<file path="config.mk">
export PLATFORM = sky130hd
export DESIGN_NAME = modular_arith_engine
export DESIGN_NICKNAME = d
export VERILOG_FILES = /design/src/rtl/modular_arith_engine.sv
export SDC_FILE = /design/constraint.sdc
export NUM_CORES = 1
export LEC_CHECK = 0
export BUFFER_PORTS_ARGS = -buffer_cell sky130_fd_sc_hd__buf_2
export CAP_MARGIN = 20
export CORE_MARGIN = 3
export CORE_UTILIZATION = 63
export CTS_CLUSTER_DIAMETER = 50
export DETAILED_ROUTE_END_ITERATION = 12
export PLACE_DENSITY = 0.81
export SLEW_MARGIN = 25
export SYNTH_ARGS = -nofsm -noshare
export SYNTH_HDL_FRONTEND = slang
export SYNTH_SLANG_ARGS = --single-unit
</file>
<file path="constraint.sdc">
create_clock -name clk -period 5.08 [get_ports clk]
set_input_delay 0.508 -clock clk [delete_from_list [all_inputs] [get_ports clk]]
set_output_delay 0.508 -clock clk [all_outputs]
set_load 0.01 [all_outputs]
</file>
<file path="src/rtl/modular_arith_engine.sv">
// Modular arithmetic engine: add/sub/reduce/R-setup/Montgomery mul/exp.
// Latency: add/sub 3, reduce and R setup 2W+3, mul 2W+4, exp (2W+2)(W+1)+2; errors 2.
// Backpressure: start is accepted only in IDLE (busy=0); requests while busy are dropped.
module modular_arith_engine #(
  parameter int DATA_WIDTH = 8
) (
  input  logic                  clk,
  input  logic                  rst_n,
  input  logic                  start,
  input  logic [2:0]            op,
  input  logic [DATA_WIDTH-1:0] a,
  input  logic [DATA_WIDTH-1:0] b,
  input  logic [DATA_WIDTH-1:0] modulant,
  output logic                  busy,
  output logic                  done,
  output logic [DATA_WIDTH-1:0] result,
  output logic                  err,
  output logic                  r_valid
);

  localparam int W  = DATA_WIDTH;
  localparam int W1 = DATA_WIDTH + 1;
  localparam int CW = $clog2(2 * DATA_WIDTH + 2);

  localparam logic [CW-1:0] LP_W   = CW'(W);
  localparam logic [CW-1:0] LP_WM1 = CW'(W - 1);
  localparam logic [CW-1:0] LP_2W  = CW'(2 * W);
  localparam logic [CW-1:0] LP_2W1 = CW'(2 * W + 1);
  localparam logic [W-1:0]  LP_ONE = W'(1);

  localparam logic [2:0] OP_ADD  = 3'b000;
  localparam logic [2:0] OP_SUB  = 3'b001;
  localparam logic [2:0] OP_MOD  = 3'b010;
  localparam logic [2:0] OP_RSET = 3'b011;
  localparam logic [2:0] OP_MUL  = 3'b100;
  localparam logic [2:0] OP_EXP  = 3'b101;

  typedef enum logic [1:0] {S_IDLE, S_CHECK, S_EXEC, S_DONE} state_t;

  state_t          r_state;
  logic            r_rst_meta;
  logic            r_rst_sync_n;
  logic [2:0]      r_op;
  logic [W-1:0]    r_a;
  logic [W-1:0]    r_b;
  logic [W-1:0]    r_m;
  logic [CW-1:0]   r_cnt;
  logic [CW-1:0]   r_step;
  logic [2*W-1:0]  r_div;
  logic [W-1:0]    r_rem;
  logic [W:0]      r_t;
  logic [W-1:0]    r_mx;
  logic [W-1:0]    r_my;
  logic [W-1:0]    r_acc;
  logic [W-1:0]    r_xbar;
  logic [W-1:0]    r_ebits;
  logic [W-1:0]    r_rmodm;
  logic [W-1:0]    r_r2;
  logic [W-1:0]    r_mod_st;

  logic [W:0]      w_sum;
  logic [W:0]      w_diff;
  logic [W-1:0]    w_add_res;
  logic [W-1:0]    w_sub_res;
  logic [W:0]      w_rem_sh;
  logic [W-1:0]    w_rem_nxt;
  logic [W-1:0]    w_mm_add;
  logic [W+1:0]    w_mm_sum;
  logic [W:0]      w_mm_next;
  logic [W-1:0]    w_fin;
  logic [W-1:0]    w_keep;
  logic            w_is_mont;
  logic            w_chk_err;

  // Add/sub: W+1-bit raw value, one conditional correction by m.
  assign w_sum     = {1'b0, r_a} + {1'b0, r_b};
  assign w_diff    = {1'b0, r_a} - {1'b0, r_b};
  assign w_add_res = (w_sum >= {1'b0, r_m}) ? W'(w_sum - {1'b0, r_m}) : w_sum[W-1:0];
  assign w_sub_res = w_diff[W] ? W'(w_diff + {1'b0, r_m}) : w_diff[W-1:0];

  // Shift-subtract step, shared by reduction (dividend bits) and doubling (zero bits).
  assign w_rem_sh  = {r_rem, r_div[2*W-1]};
  assign w_rem_nxt = (w_rem_sh >= {1'b0, r_m}) ? W'(w_rem_sh - {1'b0, r_m}) : w_rem_sh[W-1:0];

  // Bit-serial Montgomery step: t = (t + x_i*y + q*m) / 2, accumulator stays below 2m.
  assign w_mm_add  = r_mx[0] ? r_my : '0;
  assign w_mm_sum  = {1'b0, r_t} + {2'b00, w_mm_add};
  assign w_mm_next = W1'((w_mm_sum + (w_mm_sum[0] ? {2'b00, r_m} : '0)) >> 1);
  assign w_fin     = (r_t >= {1'b0, r_m}) ? W'(r_t - {1'b0, r_m}) : r_t[W-1:0];
  assign w_keep    = r_ebits[W-1] ? w_fin : r_acc;

  // Montgomery ops need an odd modulus whose constants are currently valid.
  assign w_is_mont = (r_op == OP_MUL) || (r_op == OP_EXP);
  assign w_chk_err = (r_m == '0) || (r_op[2:1] == 2'b11) ||
                     (w_is_mont && (!r_m[0] || !r_valid || (r_m != r_mod_st)));

  // Reset synchroniser: assert immediately, release on a clock edge.
  always_ff @(posedge clk or negedge rst_n) begin
    if (!rst_n) begin
      r_rst_meta   <= 1'b0;
      r_rst_sync_n <= 1'b0;
    end else begin
      r_rst_meta   <= 1'b1;
      r_rst_sync_n <= r_rst_meta;
    end
  end

  // Control FSM and all datapath registers.
  always_ff @(posedge clk or negedge r_rst_sync_n) begin
    if (!r_rst_sync_n) begin
      r_state  <= S_IDLE;
      busy     <= 1'b0;
      done     <= 1'b0;
      result   <= '0;
      err      <= 1'b0;
      r_valid  <= 1'b0;
      r_op     <= '0;
      r_a      <= '0;
      r_b      <= '0;
      r_m      <= '0;
      r_cnt    <= '0;
      r_step   <= '0;
      r_div    <= '0;
      r_rem    <= '0;
      r_t      <= '0;
      r_mx     <= '0;
      r_my     <= '0;
      r_acc    <= '0;
      r_xbar   <= '0;
      r_ebits  <= '0;
      r_rmodm  <= '0;
      r_r2     <= '0;
      r_mod_st <= '0;
    end else begin
      case (r_state)
        S_IDLE: begin
          if (start) begin
            r_op    <= op;
            r_a     <= a;
            r_b     <= b;
            r_m     <= modulant;
            busy    <= 1'b1;
            r_state <= S_CHECK;
          end
        end
        S_CHECK: begin
          r_cnt   <= '0;
          r_step  <= '0;
          r_t     <= '0;
          r_div   <= (r_op == OP_MOD) ? {r_a, r_b} : '0;
          r_rem   <= ((r_op == OP_RSET) && (r_m != LP_ONE)) ? LP_ONE : '0;
          r_mx    <= r_a;
          r_my    <= (r_op == OP_EXP) ? r_r2 : r_b;
          r_acc   <= r_rmodm;
          r_ebits <= r_b;
          if (w_chk_err) begin
            err     <= 1'b1;
            result  <= '0;
            done    <= 1'b1;
            r_state <= S_DONE;
          end else begin
            r_state <= S_EXEC;
          end
        end
        S_EXEC: begin
          case (r_op)
            OP_ADD, OP_SUB: begin
              result  <= (r_op == OP_ADD) ? w_add_res : w_sub_res;
              err     <= 1'b0;
              done    <= 1'b1;
              r_state <= S_DONE;
            end
            OP_MOD, OP_RSET: begin
              if (r_cnt == LP_2W) begin
                done    <= 1'b1;
                r_state <= S_DONE;
                if (r_op == OP_MOD) begin
                  result <= r_rem;
                  err    <= 1'b0;
                end else begin
                  r_r2     <= r_rem;
                  r_mod_st <= r_m;
                  r_valid  <= r_m[0];
                  err      <= ~r_m[0];
                  result   <= LP_ONE;
                end
              end else begin
                r_rem <= w_rem_nxt;
                r_div <= r_div << 1;
                r_cnt <= r_cnt + 1'b1;
                if ((r_op == OP_RSET) && (r_cnt == LP_WM1)) begin
                  r_rmodm <= w_rem_nxt;
                end
              end
            end
            OP_MUL, OP_EXP: begin
              if (r_cnt != LP_W) begin
                r_t   <= w_mm_next;
                r_mx  <= r_mx >> 1;
                r_cnt <= r_cnt + 1'b1;
              end else begin
                r_t    <= '0;
                r_cnt  <= '0;
                r_step <= r_step + 1'b1;
                if (r_op == OP_MUL) begin
                  if (r_step == '0) begin
                    r_mx <= w_fin;
                    r_my <= r_r2;
                  end else begin
                    result  <= w_fin;
                    err     <= 1'b0;
                    done    <= 1'b1;
                    r_state <= S_DONE;
                  end
                end else begin
                  if (r_step == '0) begin
                    r_xbar <= w_fin;
                    r_mx   <= r_acc;
                    r_my   <= r_acc;
                  end else if (r_step == LP_2W1) begin
                    result  <= w_fin;
                    err     <= 1'b0;
                    done    <= 1'b1;
                    r_state <= S_DONE;
                  end else if (r_step[0]) begin
                    // Square done; always follow with a multiply (constant time).
                    r_acc <= w_fin;
                    r_mx  <= w_fin;
                    r_my  <= r_xbar;
                  end else begin
                    // Multiply done; keep it only if this exponent bit is set.
                    r_acc   <= w_keep;
                    r_ebits <= r_ebits << 1;
                    r_mx    <= w_keep;
                    r_my    <= (r_step == LP_2W) ? LP_ONE : w_keep;
                  end
                end
              end
            end
            default: begin
              err     <= 1'b1;
              result  <= '0;
              done    <= 1'b1;
              r_state <= S_DONE;
            end
          endcase
        end
        S_DONE: begin
          done    <= 1'b0;
          busy    <= 1'b0;
          r_state <= S_IDLE;
        end
        default: r_state <= S_IDLE;
      endcase
    end
  end

endmodule

</file>
==> summary.md <==
| Metric | Value |
|---|---|
| Area added between synthesis and finish | `8.91%` |
| Global-route wire length before repair | `48200 microns` |
| Total die area | `around 0.018 sq mm` |
| Max-capacitance violation count | `0` |
| Classification of the worst-slack hold path | `reg2async` |
| Final estimated routing congestion in global placement | `1.05` |
| Max Fanout on Critical Path | `12` |
| Worst Max-Slew Pin Slew | `926 ps` |
| Most frequently used flop master after synthesis | `sky130_fd_sc_hd__dfrtp_1` |
| TritonCTS clock tree | `yes` |
| Input/output buffers | `41` |
| Setup-failing EPs final | `0` |
| Initial Util | `65.6%` |
| Top post-synthesis cells by count | `sky130_fd_sc_hd__dfrtp_1, sky130_fd_sc_hd__nor2_1, sky130_fd_sc_hd__a21oi_1` |
| Mapped Cells | `1159` |
| Total vias in the final route | `9346` |
| Net total in the final layout | `approximately 1300` |
| Mapped cell area | `between 0.01 and 0.015 sq mm` |
| Critical path start-end classification | `reg2reg` |
| Worst clock skew | `9.24 ps` |
| Worst setup margin | `around 1300 ps` |
| Setup repair after global routing missed its margin | `false` |
| Cell Rows | `46` |
| Pin count of the biggest net entering global routing | `76` |
| # clock sinks | `149` |
| Count of yosys warnings during synthesis | `0` |
| Post-place setup slack | `around 1300 ps` |
| Buffers inserted by post-CTS timing repair | `0` |
| Die Height | `136 microns` |
| Post-route setup TNS | `0 ps` |
| Final core utilization | `71.5%` |
| Dpl hpwl | `22500 microns` |
| H-tree depth reported by CTS | `4` |
| Critical path startpoint category | `register` |
| Source-to-sink clock delay at the later pin of the worst-skew pair | `430 ps` |
| Area of the core | `0.0162 sq mm` |
| Kind of capture point of the worst setup path | `register` |
| Most frequently used cell type in the post-synthesis netlist | `sky130_fd_sc_hd__dfrtp_1` |
| Cell taking the most area after synthesis | `sky130_fd_sc_hd__dfrtp_1` |
| Congestion Overflow GR | `0` |
| DRC violations left | `0` |
| Worst reg2reg setup slack | `~1300 ps` |
| Register bit count reported by yosys | `149` |
| Number of buffers inserted for hold repair after clock tree synthesis | `1` |
| Number of enable-type register cells in the synthesized netlist | `0` |
| Maximum achievable frequency | `262 MHz` |
| Average instance area after synthesis | `9.16 sq um` |
| Share of the clock period used by the worst path after layout | `about three quarters` |
| Worst Hold Slack | `~230 ps` |
| Top-level port count | `42` |
| Synth async-reset ratio | `100%` |
| Detail Route Antenna Nets | `0` |
| Share of the synthesized area in the top cell type | `35.1%` |
| Horizontal extent of the die | `between 100 and 150 microns` |
| Number of design-rule violations left by the first detailed-router iteration | `972` |
| Layout cells sized above 1 | `14.8%` |
| Data arrival, critical path | `4100 ps` |
| Detailed Route WL | `between 30000 and 40000 microns` |
| Tightest slew margin relative to the limit | `a little over a third` |
| Number of diodes | `0` |
| DRT Pass-1 Iters | `5` |
| Number of max-slew violations in the final report | `0` |
| Number of global-route vias before repair | `8819` |
| Syn_nets | `1270` |
| Worst-path clk slew | `70 ps` |
| Final routed wire length divided by cell count | `21.8 microns` |
| Sequential element share of the synthesized area | `35.1%` |
| Number of CTS-inserted buffers | `17` |
| Cell chosen for the clock root | `sky130_fd_sc_hd__clkbuf_16` |
| Largest cells by area after synthesis | `sky130_fd_sc_hd__dfrtp_1, sky130_fd_sc_hd__ha_1, sky130_fd_sc_hd__mux2_2` |
| Outcome | `finished, final reports clean` |
| Req. time, crit path | `between 5000 and 6000 ps` |
| GRT Resource Usage Total | `about a third` |
| Maximum root-to-sink buffer count | `2` |
| Initial antenna violation count | `1` |
| Post-synthesis cell type count | `74` |
| Gates resized, CTS repair | `0` |
| Via density | `roughly 6.6` |
| Final worst path period need | `3810 ps` |
| Final number of hold-violating endpoints | `0` |
==> sequential cells by signal, summed over array words and instances (netlist names), 8 cells and up <==
signal and flops:
r_rmodm 8, r_mod_st 8, r_acc 8, r_rem 8
r_b 8, r_m 8, r_r2 8, r_mx 8
r_a 8, r_ebits 8, r_xbar 8, result 8
r_my 8, r_div 16, r_t 9
==> per-layer routing <==
| layer | track usage [%] | vias to the layer above | routed length (microns) | part of all wire [%] |
|---|---|---|---|---|
| met2 | 54.5 | 496 | 14300 | 47 |
| met1 | 45.7 | 4486 | 12600 | 41 |
| met3 | 7.80 | 75 | 2720 | 8.9 |
| met4 | 11.6 | 2 | 1050 | 3.4 |
| li1 | - | 4287 | - | - |
| met5 | 0 | - | 13 | 0.042 |
==> per-stage QoR <==
stage               area (sq um)  instances
floorplan                  10600       1159
finish                     11600       1409
global route               11600       1409
detailed placement         10900       1375
CTS                        11500       1408
global placement           10900       1375
==> cell families after synthesis <==
| family | synth area share, % |
|---|---|
| adders and majority gates | 10.1 |
| DFF | 35.1 |
| other | 0.0353 |
| AOI/OAI and AO/OA | 21.6 |
| xor gates and xnor gates | 3.71 |
| muxes | 8.84 |
| buffers and inverters | 4.72 |
| and+or+nand+nor | 15.8 |
==> worst max-delay path: stages (launching register included) <==
cell                        delay (ps)
sky130_fd_sc_hd__dfrtp_1           410
sky130_fd_sc_hd__ha_1              550
sky130_fd_sc_hd__nor3b_1           110
sky130_fd_sc_hd__a21oi_1           170
sky130_fd_sc_hd__nand3b_1          120
sky130_fd_sc_hd__xnor2_1           240
sky130_fd_sc_hd__ha_1              340
sky130_fd_sc_hd__or2_2             330
sky130_fd_sc_hd__a21oi_1           210
sky130_fd_sc_hd__a311oi_1           90
sky130_fd_sc_hd__nand3b_1          410
sky130_fd_sc_hd__mux2_2            390
sky130_fd_sc_hd__o2111ai_1         190
sky130_fd_sc_hd__o211ai_1          110
==> path summary, 6_finish.rpt <==
kind,start,end,depth (start not counted)
min in group clk,a[6],r_a[6]$_DFFE_PN0P_,2
max in group asynchronous,r_rst_sync_n$_DFF_PN0_,r_mod_st[4]$_DFFE_PN0P_,1
worst max register to register,r_a[4]$_DFFE_PN0P_,result[6]$_DFFE_PN0P_,13
worst max-delay path,r_a[4]$_DFFE_PN0P_,result[6]$_DFFE_PN0P_,13
worst min-delay path,r_rst_sync_n$_DFF_PN0_,r_div[4]$_DFFE_PN0P_,0
worst min register to register,r_rst_sync_n$_DFF_PN0_,r_div[4]$_DFFE_PN0P_,0
==> cell type report <==
type / instances / area, sq um
Clock buffer: 17 / 425
Fill cell: 1238 / 4620
Timing Repair Buffer: 53 / 318
Sequential cell: 149 / 3730
Clock inverter: 15 / 175
Inverter: 60 / 225
Tap cell: 216 / 270
Multi-Input combinational cell: 899 / 6410
==> layout by cell type (no fill, tap or decap), types with 15 or more instances in the layout <==
| master | count |
|---|---|
| sky130_fd_sc_hd__nor2_1 | 85 |
| sky130_fd_sc_hd__mux2i_1 | 24 |
| sky130_fd_sc_hd__o22ai_1 | 20 |
| sky130_fd_sc_hd__o211ai_1 | 15 |
| sky130_fd_sc_hd__xnor2_1 | 34 |
| sky130_fd_sc_hd__dfrtp_1 | 148 |
| sky130_fd_sc_hd__clkbuf_16 | 17 |
| sky130_fd_sc_hd__ha_1 | 72 |
| sky130_fd_sc_hd__buf_2 | 41 |
| sky130_fd_sc_hd__mux2_2 | 62 |
| sky130_fd_sc_hd__nor3_1 | 26 |
| sky130_fd_sc_hd__nand2_1 | 82 |
| sky130_fd_sc_hd__o21ai_0 | 75 |
| sky130_fd_sc_hd__and2_1 | 17 |
| sky130_fd_sc_hd__a21oi_1 | 85 |
| sky130_fd_sc_hd__nor2b_1 | 19 |
| sky130_fd_sc_hd__a31oi_1 | 16 |
| sky130_fd_sc_hd__a22oi_1 | 19 |
| sky130_fd_sc_hd__inv_1 | 60 |
| sky130_fd_sc_hd__nand3_1 | 41 |
Power is not shown: default switching activity piles up to over one toggle a cycle in this logic, so the estimate is an artifact.
